### src/rtl/cla_pkg.sv
// Shared definitions for the pipelined carry-lookahead adder.
package cla_pkg;

  localparam int unsigned CLA_GROUP = 4;

  // Generate/propagate summary of one 4-bit lookahead group.
  typedef struct packed {
    logic gg;
    logic gp;
  } group_gp_t;

  function automatic int unsigned num_groups(input int unsigned width);
    return width / CLA_GROUP;
  endfunction

endpackage

### src/rtl/cla_group4.sv
// 4-bit carry-lookahead group: flat carry equations plus group generate/propagate.
module cla_group4 (
  input  logic [3:0] g,
  input  logic [3:0] p,
  input  logic       ci,
  output logic [4:1] c,
  output logic       gg,
  output logic       gp
);

  always_comb begin
    gg = g[3] | (p[3] & g[2]) | (p[3] & p[2] & g[1]) | (p[3] & p[2] & p[1] & g[0]);
    gp = p[3] & p[2] & p[1] & p[0];

    c[1] = g[0] | (p[0] & ci);
    c[2] = g[1] | (p[1] & g[0]) | (p[1] & p[0] & ci);
    c[3] = g[2] | (p[2] & g[1]) | (p[2] & p[1] & g[0]) | (p[2] & p[1] & p[0] & ci);
    c[4] = gg | (gp & ci);
  end

endmodule

### src/rtl/cla_pipe_adder.sv
// Two-stage pipelined carry-lookahead adder with valid/ready on both sides.
module cla_pipe_adder
  import cla_pkg::*;
#(
  parameter int unsigned WIDTH = 16,
  parameter int unsigned GROUP = 4
) (
  input  logic             clk,
  input  logic             rst_n,
  input  logic             in_valid,
  output logic             in_ready,
  input  logic [WIDTH-1:0] a,
  input  logic [WIDTH-1:0] b,
  input  logic             cin,
  output logic             out_valid,
  input  logic             out_ready,
  output logic [WIDTH-1:0] sum,
  output logic             cout,
  output logic             overflow
);

  localparam int unsigned NumGroups = num_groups(WIDTH);

  if (GROUP != CLA_GROUP || (WIDTH % GROUP) != 0 || WIDTH < 8) begin : g_bad_param
    $error("cla_pipe_adder: WIDTH must be a multiple of 4 and >= 8, GROUP must be 4");
  end

  logic                 s1_valid;
  logic                 s2_valid;
  logic                 s1_adv;
  logic                 s2_adv;
  logic                 in_fire;
  logic [WIDTH-1:0]     s1_g;
  logic [WIDTH-1:0]     s1_p;
  logic                 s1_c0;
  logic [WIDTH:0]       c;
  logic [NumGroups:0]   gc;
  group_gp_t [NumGroups-1:0] grp;

  always_comb begin
    s2_adv   = !s2_valid || out_ready;
    s1_adv   = !s1_valid || s2_adv;
    in_ready = s1_adv;
    in_fire  = in_valid && s1_adv;
  end

  assign out_valid = s2_valid;

  // Stage 1: capture per-bit generate/propagate straight from the gate level.
  always_ff @(posedge clk or negedge rst_n) begin
    if (!rst_n) begin
      s1_valid <= 1'b0;
      s1_g     <= '0;
      s1_p     <= '0;
      s1_c0    <= 1'b0;
    end else if (in_fire) begin
      s1_valid <= 1'b1;
      s1_g     <= a & b;
      s1_p     <= a ^ b;
      s1_c0    <= cin;
    end else if (s1_adv) begin
      s1_valid <= 1'b0;
    end
  end

  // Second-level lookahead: each group carry is a flat sum of products over GG/GP.
  always_comb begin
    logic term;
    term  = 1'b0;
    gc    = '0;
    gc[0] = s1_c0;
    for (int unsigned k = 1; k <= NumGroups; k++) begin
      term = s1_c0;
      for (int unsigned m = 0; m < k; m++) begin
        term = term & grp[m].gp;
      end
      gc[k] = term;
      for (int unsigned j = 0; j < k; j++) begin
        term = grp[j].gg;
        for (int unsigned m = j + 1; m < k; m++) begin
          term = term & grp[m].gp;
        end
        gc[k] = gc[k] | term;
      end
    end
  end

  assign c[0] = s1_c0;

  for (genvar k = 0; k < NumGroups; k++) begin : g_grp
    cla_group4 u_grp (
      .g  (s1_g[CLA_GROUP*k +: CLA_GROUP]),
      .p  (s1_p[CLA_GROUP*k +: CLA_GROUP]),
      .ci (gc[k]),
      .c  (c[CLA_GROUP*k+1 +: CLA_GROUP]),
      .gg (grp[k].gg),
      .gp (grp[k].gp)
    );
  end

  // cout comes from the second-level lookahead; the top group's own c4 feeds overflow.
  always_ff @(posedge clk or negedge rst_n) begin
    if (!rst_n) begin
      s2_valid <= 1'b0;
      sum      <= '0;
      cout     <= 1'b0;
      overflow <= 1'b0;
    end else if (s2_adv) begin
      s2_valid <= s1_valid;
      if (s1_valid) begin
        sum      <= s1_p ^ c[WIDTH-1:0];
        cout     <= gc[NumGroups];
        overflow <= c[WIDTH-1] ^ c[WIDTH];
      end
    end
  end

endmodule

### config.mk
export PLATFORM = sky130hd
export DESIGN_NAME = cla_pipe_adder
export DESIGN_NICKNAME = d
export VERILOG_FILES = /design/src/rtl/cla_pkg.sv /design/src/rtl/cla_group4.sv /design/src/rtl/cla_pipe_adder.sv
export SDC_FILE = /design/constraint.sdc
export NUM_CORES = 1
export LEC_CHECK = 0
export BUFFER_PORTS_ARGS = -buffer_cell sky130_fd_sc_hd__buf_4
export CAP_MARGIN = 40
export CELL_PAD_IN_SITES_DETAIL_PLACEMENT = 1
export CELL_PAD_IN_SITES_GLOBAL_PLACEMENT = 1
export CORE_ASPECT_RATIO = 0.6
export CORE_MARGIN = 2
export CORE_UTILIZATION = 40
export CTS_BUF_LIST = sky130_fd_sc_hd__clkbuf_16
export CTS_CLUSTER_DIAMETER = 40
export CTS_CLUSTER_SIZE = 25
export DETAILED_ROUTE_END_ITERATION = 8
export PLACE_DENSITY_LB_ADDON = 0.05
export SLEW_MARGIN = 20
export SYNTH_ARGS = -nofsm -noshare
export SYNTH_HDL_FRONTEND = slang
export SYNTH_SLANG_ARGS = --single-unit
export TNS_END_PERCENT = 10
### constraint.sdc
create_clock -name clk -period 5.75 [get_ports clk]
set_clock_uncertainty 0.15 [all_clocks]
set_input_delay 0.8625 -clock clk [delete_from_list [all_inputs] [get_ports clk]]
set_output_delay 0.8625 -clock clk [all_outputs]
set_load 0.01 [all_outputs]
Word level (Yosys, flattened, before mapping)
Index checks and enable logic that the tools add are counted.

Reductions and logical operators: 7. Equal/unequal tests: 0. Divide/modulo/power cells: 0. Shift operators: 0. $lt $le $gt $ge: 0. Add/subtract/negate cells: 0. Multiply operators: 0. Muxes and demuxes: 2. Bitwise operators: 126.

Operator list (count): AND 1 bit (73); bitwise OR 1 bit (49); XOR 16 bit (2); AND 16 bit (1); zero test 1 bit (2); logical OR 1 bit (2); two-way mux 1 bit (2); AND reduction 2 bit (1); nonzero test 2 bit (1); logical AND 1 bit (1); XOR 1 bit (1).

ROM bits: 0. Bits of input ports: 37. Bits in registers: 53. Bits in latches: 0. Memory bits (writable): 0. Memories kept: 0. Output and inout bits: 20. Word-level logic and storage cells: 143.

Logic depth before layout (Yosys ltp)
Gate-level depths: netlist (run 1).

Depth after elaboration: 12. Depth in mapped cells: 8. Depth with buffers taken out: 8.

By module
Synthesis (run 1) repeated with hierarchy kept, for this count alone.

Cell total of the unflattened synthesis: 213. Area, all modules: 2706.3 µm².

By module, submodules not included: cla_pipe_adder (cells an instance 157, times used 1, sequential area each 1326.3 µm², area an instance 2406.1 µm²); cla_group4 (cells an instance 14, times used 4, sequential area each 0.0 µm², area an instance 75.1 µm²).

Least setup slack after synthesis (run 1)
OpenSTA, ideal clock, no wires.

Path type: register to register. Start point: register s1_p[9]. End point: register cout. Path buffers: 0. Period minus slack after synthesis: 2.281 ns. Required time: 5.478 ns. Path slack: 3.469 ns. Arrival: 2.010 ns. Stages on the path, launching flop included: 8. Setup time: 0.122 ns. Path through: dfrtp_1 a21o_1 a21o_1 a221o_1 a21o_1 o41a_1 a211oi_2 nor2_1.

Cells in the longest elaborated chain, start to end: 8. Elaborated cells between the ends (all ways): 15. Classes of those cells: bitwise: 15.

RTL lines: start: declaration (line cla_pipe_adder.sv:34) `logic [WIDTH-1:0] s1_p;`; start signal: assignment (line cla_pipe_adder.sv:59) `s1_p <= a ^ b;`; AND 1 bit * (line cla_group4.sv:12, cla_group4.sv:13); AND 1 bit (line cla_group4.sv:13) `gp = p[3] & p[2] & p[1] & p[0];`; AND 1 bit, on equally long branches (2 in series) (line cla_pipe_adder.sv:75, cla_pipe_adder.sv:81); bitwise OR 1 bit (2 in series) (line cla_pipe_adder.sv:83) `gc[k] = gc[k] | term;`; bitwise OR 1 bit * (2 in series) (line cla_pipe_adder.sv:83); end signal: assignment (line cla_pipe_adder.sv:112) `cout <= gc[NumGroups];`; end: declaration (line cla_pipe_adder.sv:18) `output logic cout,`.

Every way passes the cells marked *; elsewhere a longest branch is shown, timed or not. A chain may end at the register's enable or synchronous reset.

Final worst setup path (run 1)
Start point: register s1_p[0]. End point: register sum[12].

Cells in the longest elaborated chain, start to end: 8.

RTL lines: AND 1 bit (line cla_group4.sv:13); AND 1 bit (2 in series) (line cla_pipe_adder.sv:75) `term = term & grp[m].gp;`; bitwise OR 1 bit (2 in series) (line cla_pipe_adder.sv:83); AND 1 bit (line cla_group4.sv:18) `c[4] = gg | (gp & ci);`; bitwise OR 1 bit (line cla_group4.sv:18); XOR 16 bit (line cla_pipe_adder.sv:111) `sum <= s1_p ^ c[WIDTH-1:0];`; end signal: assignment (line cla_pipe_adder.sv:111); end: declaration (line cla_pipe_adder.sv:17) `output logic [WIDTH-1:0] sum,`.

Every way passes these cells.

==> results of run 1 <==
[cells in the final DEF, fill, tap and decap left out, drive strengths merged, types with 5 or more instances in the layout]
master	count
o21ai	15
nand2	20
clkbuf	5
mux2	35
xor2	8
nand2b	5
a21oi	6
buf	58
ha	18
dfrtp	53
nor2	7
[final cells by class]
type	count	area [sq um]
clock buffers	5	125.1
clock inverters	2	7.507
fillers	658	2933
multi-input cells	146	1171
flip-flops and latches	53	1326
well taps	84	105.1
repair buffers	58	442.9
[logic make-up (layout without fill, tap and decap cells)]
family                   count (synthesis)  in the layout
buffers and inverters                    6             65
AND/OR/NAND/NOR                         40             40
adder cells (fa/ha/maj)                 18             18
multiplexers                            35             35
flip-flops                              53             53
AO/OA/AOI/OAI                           42             42
XOR/XNOR                                11             11
[flip-flops by register name, summed over array words and instances, names as in the netlist]
register / count
s1_g: 16
sum: 16
s1_valid: 1
overflow: 1
out_valid: 1
s1_c0: 1
s1_p: 16
cout: 1
[worst reg2reg max path, stage by stage, from the launching register on]
cell	delay (ns)
dfrtp_1	0.41
a211oi_1	0.25
nor2_1	0.12
o31ai_1	0.47
o21bai_1	0.31
a221oi_1	0.42
xor2_1	0.18
o21ai_1	0.07
[metrics by stage]
step	std cells	hold slack, ns	instance area, sq um
6_report	348	0.3383	3178
3_5_place_dp	341	0.3311	3045
2_1_floorplan	205	0.3303	2521
4_1_cts	348	0.3458	3178
3_3_place_gp	340	0.3206	3030
5_1_grt	348	0.3787	3178
[power by group through the flow]
stage               Sequential, W  Combinational [W]  Clock, W
finish                   0.000537           0.000326  0.000275
CTS                      0.000538           0.000333  0.000285
detailed placement       0.000543           0.000332         0
floorplan                0.000544           0.000165         0
global route             0.000553           0.000363  0.000304
global placement         0.000540           0.000318         0
[worst min path at each step]
stage	from	to	slack [ns]	depth (start not counted)
after global placement	sum[1]	sum[1]	0.32	2
after CTS	sum[1]	sum[1]	0.35	2
final	sum[1]	sum[1]	0.34	2
after detailed placement	sum[1]	sum[1]	0.33	2
after floorplan	s1_g[7]	s1_g[7]	0.33	1
after global routing	sum[2]	sum[2]	0.38	2
[routing by layer]
layer  wire [um]  vias to the layer above  global-route usage [%]
li1            -                      858                       -
met1        2579                      862                   24.27
met2        2314                       34                   24.52
met3         223                        2                   4.067
met4          27                        0                   3.409
met5           0                        -                       0
==> metrics.cfg, run 1 <==
[detailed_routing]
wl_per_cell_um = 14.78
firstDrtPassIters = 4
first_iter_violations = 87
drt_wl_total_mm = 5.145
detail-route-antenna-nets = 0
drc = 0
vias = 1756
viasPerCell = 5.046

[power_and_ir_drop]
switchingPower_w = 0.0003423
intPower_w = 0.0007953
pwr-share-comb_pct = 28.7
report.power.total_w = 0.001138
switching_share_pct = 30.09
power.density_nw_per_um2 = 357.9
p_leak_nw = 1.502
clkPwrFrac_pct = 24.1
p_seq_share_pct = 47.2
max-vdd-ir-drop_mv = 0.1469

[clock_network]
clockBufferDepth = 2
clock_sinks = 53
path_clk_slew_ns = 0.06
cts-hold-fix-buffers = 0
cts_resized = 0
postCtsSetupBuffers = 0
cts_max_level = 2
insertion_delay_ns = 0.28
cts_tree = done
cts_root_buf = clkbuf_16
cts_buffers = 5

[die]
die_area_sq_um = 6975
fp-row-count = 22
io_pins = 57
core_sq_um = 6111
die_h_um = 65.50
initial_core_util_pct = 41.26
die_w_um = 106.5

[synthesis]
syn-instance-count = 205
syn_area_per_cell_sq_um = 12.30
synth_common_cells = 53 x dfrtp_1, 35 x mux2_2, 20 x nand2_1, 18 x ha_1, 9 x o21ai_0
yosys_warnings = 0
async_flop_share_pct = 100.0
synth-compound-area-share_pct = 10.92
synth_top_family_by_area = multiplexers
synth_area_sq_um = 2521
synthSimpleGateAreaFrac_pct = 7.146
synth_edf_count = 0
yosys.area.top_type_share_pct = 52.61
ys_seq_elements = 53
synthMostInstantiatedCell = dfrtp_1
yosys.area.top_type = dfrtp_1
synthAdderAreaFrac_pct = 8.933
yosysUniqueCellTypes = 30
synth_mux_area_share_pct = 15.63
syn_nets = 260
ys_seq_area_share_pct = 52.61
synth_xor_area_share_pct = 3.821
ys.flop_type = dfrtp_1
synth_area_leaders = dfrtp_1 53%, mux2_2 16%, ha_1 8.9%

[timing]
hold_viol = 0
setup_viol = 0
final.setup.worst_slack_ns = 3.254
rsz0062_at_grt = false
finalCriticalPeriod_ns = 2.496
worst_slew_pin_slew_ns = 0.6577
fmax_mhz = 400.6
period_share_pct = 43.42
max_slew_margin_pct = 56.15
finalSetupTns_ns = 0
slew_violations = 0

[hold_path]
hold_path_class = flip-flop to flip-flop

[worst_setup_path]
crit_end = sum[12]
rr_worst_depth = 7
end_kind = flip-flop
crit_required_ns = 5.77
worstPathMaxFanout = 5
cp.arrival_ns = 2.51
slowest_delay_ns = 0.47
cp-start-kind = flip-flop
worstReg2RegStart = s1_p[0]
reg2reg_to = sum[12]
path_delay_family = compound AO/OA/AOI/OAI gates
critical_path_class = flip-flop to flip-flop
worst-path-buf-inv = 0
cp.depth = 7
ff2ff_setup_slack_ns = 3.25
path_cells = a211oi_1, nor2_1, o31ai_1, o21bai_1, a221oi_1, xor2_1, o21ai_1
critPathLaunch = s1_p[0]
cp_slowest_cell = o31ai_1

[grt]
grt_max_degree = 54
grt_pass1_wl_mm = 8.935
grt_pass1_vias = 1766
antenna_found_initial = 0
grt_util_all_layers_pct = 16.40
grt_remaining_overflow = 0

[layout]
antenna_cells = 0
syn_to_final_growth_pct = 26.05
final_util_pct = 52.01
fin_nets = 319
drive_gt1_share_pct = 37.88

[placement]
place_congestion = 0.7357
post-dp-hpwl_mm = 3.851
preCtsSetupSlack_ns = 3.265
io_buffers = 56

[outcome]
status = finished, final reports clean

[job]
maxCapViolCount = 0

(Power assumes the default switching activity.)
==> inputs of run 2 (changes only) <==
==> constraint.sdc (replaced) <==
create_clock -name clk -period 2.41 [get_ports clk]
set_clock_uncertainty 0.15 [all_clocks]
set_input_delay 0.3615 -clock clk [delete_from_list [all_inputs] [get_ports clk]]
set_output_delay 0.3615 -clock clk [all_outputs]
set_load 0.01 [all_outputs]
==> run 2 against run 1 <==
Compared with the run above: critical path depth stayed put; combinational power rose to 2.5 times the previous value; non-clock buffer count is 6 higher; die area unchanged; clock power up 150%; sequential power increased by 130%; design area grew 2.1%; hold slack worse by 0.22 ns; power increased by 140%; cell count grew 2.0%; largest cell class unchanged.
==> metrics.cfg, run 2 (same netlist as run 1, synthesis figures left out) <==
[outcome]
status = finished, final reports clean

[grt]
grt_pass1_wl_mm = 8.976  ; +0.46%
antenna_found_initial = 0  ; unchanged
grt_max_degree = 54  ; unchanged
grt_util_all_layers_pct = 16.91  ; +0.50 points
grt_pass1_vias = 1845  ; +4.5%
grt_remaining_overflow = 0  ; unchanged

[worst_setup_path]
critical_path_class = flip-flop to flip-flop
crit_required_ns = 2.44  ; -3.33 ns
critPathLaunch = s1_p[9]
cp.arrival_ns = 2.37  ; -0.14 ns
end_kind = flip-flop
worstPathMaxFanout = 4  ; -1
worstReg2RegStart = s1_p[9]
ff2ff_setup_slack_ns = 0.06  ; -3.19 ns
cp-start-kind = flip-flop

[timing]
finalSetupTns_ns = 0  ; unchanged
slew_violations = 0  ; unchanged
rsz0062_at_grt = true
worst_slew_pin_slew_ns = 0.6674  ; +0.009696 ns
fmax_mhz = 426.3  ; +6.4%
max_slew_margin_pct = 55.51  ; -0.65 points
setup_viol = 0  ; unchanged
finalCriticalPeriod_ns = 2.346  ; -0.1504 ns
period_share_pct = 97.34  ; +54 points
hold_viol = 0  ; unchanged

[die]
io_pins = 57  ; unchanged
die_w_um = 106.5  ; unchanged
die_area_sq_um = 6975  ; unchanged
fp-row-count = 22  ; unchanged
die_h_um = 65.50  ; unchanged
core_sq_um = 6111  ; unchanged
initial_core_util_pct = 41.26  ; unchanged

[power_and_ir_drop]
p_leak_nw = 1.539  ; +2.5%
max-vdd-ir-drop_mv = 0.4085  ; +180%
power.density_nw_per_um2 = 853.9  ; +140%

[layout]
mostFrequentLayoutCells = 62 x buf_4, 53 x dfrtp_1, 35 x mux2_2, 20 x nand2_1, 18 x ha_1
layout_commonest_cell = buf_4
final_cells = 355  ; +2.0%
drive_gt1_share_pct = 39.85  ; +2.0 points
fin_area_sq_um = 3244  ; +2.1%
syn_to_final_growth_pct = 28.68
reg_top3 = s1_g (16), s1_p (16), sum (16)
fin_nets = 325  ; +1.9%
antenna_cells = 0  ; unchanged

[clock_network]
clock_sinks = 53  ; unchanged
cts_tree = done
clockBufferDepth = 2  ; unchanged
path_clk_slew_ns = 0.07  ; about the same
cts_root_buf = clkbuf_16
insertion_delay_ns = 0.29  ; about the same
cts_buffers = 5  ; unchanged
cts_max_level = 2  ; unchanged

[placement]
place_congestion = 0.7465  ; +1.5%
io_buffers = 56  ; unchanged
dpl-instance-area_sq_um = 3080  ; +1.2%
post-dp-hpwl_mm = 3.771  ; -2.1%
dpl.cell_count = 345  ; +1.2%

[detailed_routing]
dr_wl_met2_mm = 2.356  ; +1.8%
first_iter_violations = 45  ; -48%
drt_wl_total_mm = 5.216  ; +1.4%
wl_per_cell_um = 14.69  ; -0.62%
vias = 1781  ; +1.4%
drc = 0  ; unchanged
met3_length_um = 212  ; -4.9%
firstDrtPassIters = 4  ; unchanged
viasPerCell = 5.017  ; -0.58%
met1_length_mm = 2.605  ; +1.0%
detail-route-antenna-nets = 0  ; unchanged
highest_layer = met4

[hold_path]
hold_path_class = input pin to flip-flop
min-delay-start = in_valid

[job]
maxCapViolCount = 0  ; unchanged

-- run 2: metal layers --
metal,vias up,track usage [%]
met5,-,0
met4,0,5.844
met3,2,4.167
met2,32,26.04
met1,879,23.46
li1,868,-
-- run 2: report_power, final --
part           total, W  internal, W  switching [W]
Combinational  0.000825     0.000455       0.000370
Sequential      0.00126      0.00110       0.000162
Clock          0.000686     0.000378       0.000308
Total           0.00277      0.00193       0.000841
-- run 2: critical path, stage by stage, from the launching register on --
cell	delay (ns)
dfrtp_1	0.39
a21o_1	0.19
a21o_1	0.19
a221o_1	0.37
a21o_1	0.18
o41a_1	0.50
a211oi_2	0.21
nor2_1	0.06
-- run 2: final timing paths --
path                            cells past startpoint       end
worst max register to register                      7      cout
worst min register to register                      2    sum[1]
worst min-delay path                                2  s1_valid
worst max-delay path                                7      cout
max in group asynchronous                           2   sum[13]
min in group asynchronous                           2     s1_c0
-- run 2: area by class of cell --
| type | instances | area [sq um] |
|---|---|---|
| Fill cell | 677 | 2867 |
| Clock inverter | 3 | 13.76 |
| Multi-Input combinational cell | 146 | 1179 |
| Tap cell | 84 | 105.1 |
| Timing Repair Buffer | 64 | 495.5 |
| Clock buffer | 5 | 125.1 |
| Sequential cell | 53 | 1326 |
-- run 2: what timing repair did --
| action | in CTS | in global routing |
|---|---|---|
| hold endpoints to repair | 48 | 0 |
| buffers inserted | 0 | 1 |
| resized for setup | 0 | 1 |
| endpoints found under the setup margin | 0 | 4 |
| hold buffers | 1 | 0 |
-- run 2: metrics by stage --
| step | hold slack, ns | setup slack (ns) | utilization (%) | total power, W |
|---|---|---|---|---|
| after global placement | 0.2972 | 0.1067 | 50.41 | 0.002069 |
| after floorplan | -0.08409 | 0.1285 | - | 0.001692 |
| after CTS | 0.1173 | 0.04066 | 52.85 | 0.002796 |
| final | 0.1199 | 0.06400 | 53.09 | 0.002770 |
| after detailed placement | 0.2991 | 0.06983 | 50.41 | 0.002100 |
| after global routing | 0.1284 | -0.04853 | 53.09 | 0.002957 |
==> inputs of run 3 (changes only) <==
--- a/config.mk
+++ b/config.mk
@@ -8,10 +8,10 @@
 export BUFFER_PORTS_ARGS = -buffer_cell sky130_fd_sc_hd__buf_4
 export CAP_MARGIN = 40
 export CELL_PAD_IN_SITES_DETAIL_PLACEMENT = 1
-export CELL_PAD_IN_SITES_GLOBAL_PLACEMENT = 1
+export CELL_PAD_IN_SITES_GLOBAL_PLACEMENT = 2
 export CORE_ASPECT_RATIO = 0.6
 export CORE_MARGIN = 2
-export CORE_UTILIZATION = 40
+export CORE_UTILIZATION = 35
 export CTS_BUF_LIST = sky130_fd_sc_hd__clkbuf_16
 export CTS_CLUSTER_DIAMETER = 40
 export CTS_CLUSTER_SIZE = 25
==> run 3 against run 2 <==
Compared with the run above: design area grew 0.73%; critical path type unchanged; register-to-register slack is essentially flat; clock power about the same; non-clock buffer count up 4; global-route usage fell by 1.8 points; sequential share of layout area shrank 0.30 points; critical path depth is the same; first-iteration DRC count rose by 42%; hold slack got worse by 0.0027 ns; count of clock-buffer cells in the layout unchanged; via count decreased by 0.34%.
==> metrics.cfg, run 3 (same netlist as run 1, synthesis figures left out) <==
[outcome]
status = finished, final reports clean

[clock_network]
clockBufferDepth = 2  ; unchanged
cts_max_level = 2  ; unchanged
clock_sinks = 53  ; unchanged
insertion_delay_ns = 0.30  ; about the same
cts_tree = done
cts_root_buf = clkbuf_16
path_clk_slew_ns = 0.07  ; about the same
cts_buffers = 5  ; unchanged

[layout]
final_cells = 362  ; +2.0%
drive_gt1_share_pct = 40.73  ; +0.87 points
layout_commonest_cell = buf_4
syn_to_final_growth_pct = 29.63
antenna_cells = 0  ; unchanged
fin_area_sq_um = 3268  ; +0.73%
reg_top3 = s1_g (16), s1_p (16), sum (16)
fin_nets = 329  ; +1.2%
mostFrequentLayoutCells = 67 x buf_4, 53 x dfrtp_1, 35 x mux2_2, 20 x nand2_1, 18 x ha_1

[detailed_routing]
first_iter_violations = 64  ; +42%
drc = 0  ; unchanged
drt_wl_total_mm = 5.408  ; +3.7%
detail-route-antenna-nets = 0  ; unchanged
firstDrtPassIters = 4  ; unchanged
viasPerCell = 4.903  ; -2.3%
vias = 1775  ; -0.34%
wl_per_cell_um = 14.94  ; +1.7%

[placement]
io_buffers = 56  ; unchanged
place_congestion = 0.7654  ; +2.5%
post-dp-hpwl_mm = 3.962  ; +5.1%
dpl-instance-area_sq_um = 3094  ; +0.45%
dpl.cell_count = 351  ; +1.7%

[timing]
finalCriticalPeriod_ns = 2.334  ; -0.01151 ns
period_share_pct = 96.87  ; -0.48 points
slew_violations = 0  ; unchanged
fmax_mhz = 428.4  ; +0.49%
max_slew_margin_pct = 54.26  ; -1.3 points
holdWs_ns = 0.1172  ; -0.002668 ns
setup_viol = 0  ; unchanged
rsz0062_at_grt = true
worst_slew_pin_slew_ns = 0.6862  ; +0.01877 ns
hold_viol = 0  ; unchanged

[die]
initial_core_util_pct = 36.97  ; -4.3 points
core_sq_um = 6820  ; +12%
fp-row-count = 23  ; +4.5%
die_h_um = 69.74  ; +6.5%
die_w_um = 113.6  ; +6.6%
io_pins = 57  ; unchanged
die_area_sq_um = 7920  ; +14%

[worst_setup_path]
cp.arrival_ns = 2.37  ; about the same
crit_required_ns = 2.44  ; about the same
end_kind = flip-flop
cp-start-kind = flip-flop
worstPathMaxFanout = 5  ; +1
critical_path_class = flip-flop to flip-flop

[job]
maxCapViolCount = 0  ; unchanged

[hold_path]
hold_path_class = input pin to flip-flop

[power_and_ir_drop]
report.power.total_w = 0.002779  ; +0.32%
max-vdd-ir-drop_mv = 0.2755  ; -33%
p_leak_nw = 1.550  ; +0.70%
power.density_nw_per_um2 = 850.4  ; -0.41%

[grt]
grt_pass1_wl_mm = 9.239  ; +2.9%
grt_pass1_vias = 1828  ; -0.92%
grt_util_all_layers_pct = 15.13  ; -1.8 points
antenna_found_initial = 0  ; unchanged
grt_remaining_overflow = 0  ; unchanged
grt_max_degree = 54  ; unchanged

[run 3: worst paths after layout]
| kind | startpoint | to | slack (ns) | cells past startpoint |
|---|---|---|---|---|
| worst min-delay path | in_valid | s1_valid | 0.12 | 2 |
| worst max-delay path | s1_p[9] | cout | 0.08 | 7 |
| worst max register to register | s1_p[9] | cout | 0.08 | 7 |
| worst min register to register | sum[7] | sum[7] | 0.34 | 2 |
| min in group asynchronous | rst_n | s1_p[0] | 0.51 | 2 |
| max in group asynchronous | rst_n | s1_g[6] | 1.13 | 2 |
[run 3: power breakdown]
part           internal (W)  switching (W)
registers           0.00110       0.000156
clock network      0.000376       0.000311
logic              0.000466       0.000372
[run 3: critical path, cell delays in order, from the launching register on]
cell and delay (ns):
dfrtp_1 0.38, buf_4 0.16, and4_2 0.25, a221o_1 0.33
a21o_1 0.19, o41a_1 0.50, a211oi_2 0.20, nor2_1 0.06
[run 3: repair_timing]
item,4_1_cts,5_1_grt
buffers inserted,0,2
hold buffers,1,0
setup endpoints to repair,0,3
hold endpoints to repair,53,0
gates resized for setup,0,3
[run 3: layout make-up]
type                            instances  area (sq um)
Tap cell                               87         108.9
Multi-Input combinational cell        146          1182
Clock buffer                            5         125.1
Timing Repair Buffer                   68         513.0
Sequential cell                        53          1326
Clock inverter                          3         12.51
Fill cell                             729          3552
[run 3: layer usage]
| metal | vias up | share of wire (%) | track usage (%) |
|---|---|---|---|
| li1 | 879 | - | - |
| met1 | 858 | 52 | 22.40 |
| met2 | 31 | 43 | 20.96 |
| met3 | 7 | 3.8 | 4.021 |
| met4 | 0 | 1.6 | 5.691 |
| met5 | - | 0 | 0 |
[run 3: per-stage QoR]
stage | util (%) | setup slack [ns] | TNS, ns
global route | 47.92 | -0.01683 | -0.02202
finish | 47.92 | 0.07551 | 0
detailed placement | 45.37 | 0.05392 | 0
floorplan | - | 0.1285 | 0
global placement | 45.37 | 0.1130 | 0
CTS | 47.53 | 0.03602 | 0
